`src/rtl/fetch_stage.sv`:
```
// Instruction fetch + IF/ID register: one outstanding valid/ready imem request, in-order responses,
// response-to-IF/ID latency of one cycle; a stalled response parks in a hold buffer, redirects flush and drop stale data.
module fetch_stage #(
  parameter logic [31:0] RESET_PC = 32'h0000_0000
) (
  input  logic        clk,
  input  logic        rst_n,
  input  logic        stall,
  input  logic        redirect_valid,
  input  logic [31:0] redirect_pc,
  output logic        imem_req_valid,
  input  logic        imem_req_ready,
  output logic [31:0] imem_req_addr,
  input  logic        imem_rsp_valid,
  input  logic [31:0] imem_rsp_data,
  output logic        if_id_valid,
  output logic [31:0] if_id_pc,
  output logic [31:0] if_id_instr
);

  localparam logic [31:0] NOP = 32'h0000_0013;

  typedef enum logic [1:0] {IDLE, WAIT, HOLD, DROP} state_t;

  state_t      state, state_nxt;
  logic [31:0] pc, req_pc, hold_pc, hold_instr;
  logic [31:0] redirect_tgt;
  logic        adv, req_acc, ld_rsp, ld_hold, capture;

  assign redirect_tgt = redirect_pc & ~32'h3;

  always_comb begin
    adv            = !if_id_valid || !stall;
    imem_req_addr  = pc;
    imem_req_valid = 1'b0;
    ld_rsp         = 1'b0;
    ld_hold        = 1'b0;
    capture        = 1'b0;
    state_nxt      = state;

    case (state)
      IDLE:    imem_req_valid = 1'b1;
      WAIT:    imem_req_valid = imem_rsp_valid && adv;
      default: imem_req_valid = 1'b0;
    endcase
    if (!rst_n || redirect_valid) imem_req_valid = 1'b0;
    req_acc = imem_req_valid && imem_req_ready;

    if (redirect_valid) begin
      // Flush wins over stall and any same-cycle response.
      case (state)
        WAIT:    state_nxt = imem_rsp_valid ? IDLE : DROP;
        HOLD:    state_nxt = IDLE;
        default: state_nxt = state;
      endcase
    end else begin
      case (state)
        IDLE: if (req_acc) state_nxt = WAIT;
        WAIT: begin
          if (imem_rsp_valid) begin
            if (adv) begin
              ld_rsp    = 1'b1;
              state_nxt = req_acc ? WAIT : IDLE;
            end else begin
              capture   = 1'b1;
              state_nxt = HOLD;
            end
          end
        end
        HOLD: begin
          if (adv) begin
            ld_hold   = 1'b1;
            state_nxt = IDLE;
          end
        end
        DROP: if (imem_rsp_valid) state_nxt = IDLE;
        default: state_nxt = IDLE;
      endcase
    end
  end

  always_ff @(posedge clk) begin
    if (!rst_n) begin
      state       <= IDLE;
      pc          <= RESET_PC;
      req_pc      <= 32'h0;
      hold_pc     <= 32'h0;
      hold_instr  <= NOP;
      if_id_valid <= 1'b0;
      if_id_pc    <= 32'h0;
      if_id_instr <= NOP;
    end else begin
      state <= state_nxt;
      if (redirect_valid)
        pc <= redirect_tgt;
      else if (req_acc)
        pc <= pc + 32'd4;
      if (req_acc) req_pc <= pc;
      if (capture) begin
        hold_pc    <= req_pc;
        hold_instr <= imem_rsp_data;
      end
      // A consumed instruction is cleared so decode never sees it twice.
      if (redirect_valid) begin
        if_id_valid <= 1'b0;
      end else if (ld_rsp) begin
        if_id_valid <= 1'b1;
        if_id_pc    <= req_pc;
        if_id_instr <= imem_rsp_data;
      end else if (ld_hold) begin
        if_id_valid <= 1'b1;
        if_id_pc    <= hold_pc;
        if_id_instr <= hold_instr;
      end else if (adv) begin
        if_id_valid <= 1'b0;
      end
    end
  end

endmodule

```
`config.mk`:
```
export PLATFORM = sky130hd
export DESIGN_NAME = fetch_stage
export DESIGN_NICKNAME = d
export VERILOG_FILES = /design/src/rtl/fetch_stage.sv
export SDC_FILE = /design/constraint.sdc
export NUM_CORES = 1
export LEC_CHECK = 0
export CORE_UTILIZATION = 43
export CTS_CLUSTER_SIZE = 28
export DETAILED_ROUTE_END_ITERATION = 8
export PLACE_DENSITY = 0.78
export RECOVER_POWER = 50
export REMOVE_ABC_BUFFERS = 1
export SKIP_LAST_GASP = 1
export SLEW_MARGIN = 20
export SYNTH_ARGS = -nofsm -noshare
export SYNTH_HDL_FRONTEND = slang
export SYNTH_SLANG_ARGS = --single-unit
```
`constraint.sdc`:
```
create_clock -name clk -period 2.12 [get_ports clk]
set_clock_uncertainty 0.1 [all_clocks]
set_input_delay 0.424 -clock clk [delete_from_list [all_inputs] [get_ports clk]]
set_output_delay 0.424 -clock clk [all_outputs]
set_load 0.01 [all_outputs]
```
==> summary.md <==
| Metric | Value |
|---|---|
| Dpl cells | `between 1000 and 1500` |
| Net load switching power | `approximately 1700 uW` |
| Gr ovfl total | `0` |
| Fin crit share | `98.9%` |
| Num CTS Buffers | `17` |
| CP max-delay cell | `clkdlybuf4s50_1` |
| Fin Hold WS | `between 0.3 and 0.4 ns` |
| Final Cell Area | `~0.011 mm^2` |
| GPL Wtd Cong | `0.853` |
| Diode count | `0` |
| Metal3 WL | `1290 um` |
| TritonCTS clock tree | `done` |
| Area Overhead vs Synth | `37.9%` |
| Hold Buf Count CTS | `0` |
| Slew Limit Fails | `0` |
| Port bufs | `about 160` |
| Clk pwr share | `between 40% and 50%` |
| EDFF count, synth | `0` |
| Clock Sinks | `about 190` |
| Total track usage | `a little under a quarter` |
| Tmin final | `2.10 ns` |
| Die X | `roughly 140 um` |
| Internal power | `5880 uW` |
| Syn Area/Cell | `between 8 and 9 um^2` |
| Most frequent cells in the layout | `213 x nand2_1, 184 x dfxtp_1, 156 x clkdlybuf4s50_1` |
| Crit path cell chain | `clkdlybuf4s50_1 -> a21bo_4 -> buf_4 -> a211o_1 -> nor3_2 -> mux2_2 -> a21oi_1` |
| Clk_lat worst skew | `~0.43 ns` |
| DR top layer | `met4` |
| Comb pwr share | `about 8.5%` |
| Critical path's top delay family | `compound AO/OA/AOI/OAI gates` |
| WP data required | `about 2.4 ns` |
| Unrepaired setup endpoints after global routing | `yes` |
| Routed length on met1 | `~9500 um` |
| Final WL | `between 20000 and 25000 um` |
| Final HPWL from detailed placement | `approximately 14000 um` |
| Synth cell types | `45` |
| Peak supply drop | `approximately 0.6 mV` |
| Fin nets | `around 1200` |
| # IOs | `about 170` |
| Die H | `roughly 140 um` |
| Ys async rst share | `0%` |
| Prevailing post-synth register cell | `dfxtp_1` |
| Sequential area share after synthesis | `between 40% and 50%` |
| First-pass GRT wire length | `34100 um` |
| Vias | `about 7300` |
| CP arrival | `roughly 2.4 ns` |
| Starting density of the core | `44.4%` |
| WL met2 | `between 10000 and 15000 um` |
| CP max FO | `4` |
| Switching share of power | `approximately 22%` |
| # H-tree levels | `4` |
| Clock-pin transition on the worst setup and hold timing paths | `about 0.060 ns` |
| Antenna Violating Nets Remaining | `0` |
| Slew headroom | `65.7%` |
| Max-cap violation count | `0` |
| Core area | `between 0.015 and 0.02 mm^2` |
| CTS Buffer Depth | `2` |
| Hold Path Class | `flip-flop to flip-flop` |
| Synth Instances | `~930` |
| Die area | `around 0.019 mm^2` |
| Setup violators final | `0` |
| Number of global-route vias before repair | `~7000` |
| Crit path kind | `input port to flip-flop` |
| Drt first pass iters | `5` |
| Final Hold Viols | `0` |
| Drt first-iter violations | `about 510` |
| Largest net degree at the start of global routing | `between 60 and 70` |
| Non-filler cells, final | `about 1400` |
| Most common cell after layout, fill and taps aside | `nand2_1` |
| Worst-margin pin slew | `a little over 0.5 ns` |
| Buf+Inv Stages, Crit Path | `2` |
| Status | `finished clean` |
| P per Cell Area | `around 700 mW/mm^2` |
| Synthesized area | `0.00776 mm^2` |
| Lkg Pwr | `around 0.0042 uW` |
| CP Capture Type | `flip-flop` |
| Vias per cell | `5.42` |
| Final core area utilization | `61.3%` |
| Number of synthesis warnings | `0` |
| Largest stage delay on the critical path | `roughly 0.49 ns` |
| Seq cells post-synth | `around 190` |
| Fmax | `between 0.4 and 0.5 GHz` |
| Rows | `between 40 and 50` |
| Layout cell share with drive strength beyond 1 | `between 10% and 20%` |
| # DRC | `0` |
| Dpl cell area | `around 0.010 mm^2` |
| Antenna violations before repair | `0` |
| Total negative setup slack | `0 ns` |
| CP Launch Type | `input port` |
| Per-cell routed wire length | `approximately 16 um` |
| Root buffer cell | `clkbuf_16` |
| Flop pwr share | `approximately half` |
layout make-up:
class / instances / area, um^2
clock buffers: 24 / 492
clock inverters: 6 / 111
fillers: 1484 / 6770
inverters: 11 / 43.8
multi-input cells: 664 / 3760
flip-flops and latches: 187 / 3750
well taps: 225 / 282
repair buffers: 235 / 2270
worst paths after layout:
path | start | end | slack (ns) | depth (start not counted)
min reg2reg | hold_instr[19]$_SDFFE_PN0P_ | hold_instr[19]$_SDFFE_PN0P_ | 0.35 | 2
min | hold_instr[19]$_SDFFE_PN0P_ | hold_instr[19]$_SDFFE_PN0P_ | 0.35 | 2
max | imem_rsp_valid | imem_req_addr[16]$_SDFFE_PN0P_ | 0.02 | 7
max reg2reg | imem_req_addr[10]$_SDFFE_PN0P_ | imem_req_addr[27]$_SDFFE_PN0P_ | 0.08 | 5
registers in the layout, summed over array words and instances (netlist names):
| signal | cells |
|---|---|
| hold_pc | 30 |
| imem_req_addr | 30 |
| state | 2 |
| hold_instr | 32 |
| if_id_pc | 30 |
| if_id_instr | 32 |
| if_id_valid | 1 |
| req_pc | 30 |
cells in the mapped netlist, types with 2 or more instances:
master	n	share of area (%)
a22oi_1	2	0.19
and3_1	7	0.56
xnor2_1	4	0.45
nand3_1	15	0.97
a32oi_1	4	0.45
o21ai_0	14	0.90
buf_2	5	0.32
a31oi_1	7	0.56
buf_1	7	0.34
nand2_1	215	10
a211oi_1	63	6.1
nand4_1	8	0.64
dfxtp_1	187	48
a21oi_1	119	7.7
mux2i_1	64	8.3
nor4_1	6	0.48
and2_1	3	0.24
buf_4	4	0.39
nand3b_1	3	0.29
o31a_1	2	0.23
nor3_1	6	0.39
inv_1	11	0.53
nor2_1	79	3.8
mux2_2	8	1.2
nand2b_1	2	0.16
xor2_1	2	0.23
clkbuf_1	58	2.8
or3_1	3	0.24
o211ai_1	3	0.29
a211o_1	3	0.34
and4_1	6	0.68
per-stage QoR:
| stage | power [uW] | worst slack, ns |
|---|---|---|
| floorplan | 3930 | -2.08 |
| global placement | 4340 | -0.513 |
| detailed placement | 4350 | -0.556 |
| CTS | 7600 | 0.00722 |
| global route | 7800 | -0.0251 |
| finish | 7550 | 0.0224 |
worst register-to-register path: stages, from the launching register on:
cell and delay, ns:
dfxtp_1 0.34, nand4_1 0.15, or2_4 0.29, or4_4 0.58, or3_1 0.33, a31oi_1 0.19
repair_timing:
action,in CTS,in global routing
buffers inserted,2,0
pin swaps,1,1
gates resized for setup,10,11
gates cloned,0,1
setup endpoints to repair,24,31
kinds of logic (layout without fill, tap and decap cells):
logic type | Yosys count | after routing | synth area share [%]
AO/OA/AOI/OAI | 223 | 223 | 17.5
XOR/XNOR | 6 | 6 | 0.677
adder cells (fa/ha/maj) | 1 | 1 | 0.161
buffers and inverters | 86 | 276 | 4.53
flip-flops | 187 | 187 | 48.2
multiplexers | 72 | 72 | 9.41
other | 1 | 4 | 0.0483
AND/OR/NAND/NOR | 358 | 358 | 19.4
power groups by stage:
stage          clock [uW]  sequential, uW  combinational, uW
2_1_floorplan           0            3740                187
3_3_place_gp            0            3710                633
3_5_place_dp            0            3710                638
4_1_cts              3320            3630                645
5_1_grt              3470            3640                689
6_report             3270            3640                645
per-layer routing:
metal | up-vias | global-route usage (%)
li1 | 3594 | -
met1 | 3468 | 29.5
met2 | 235 | 39.2
met3 | 30 | 6.04
met4 | 0 | 8.21
met5 | - | 0
(Power assumes the default switching activity.)
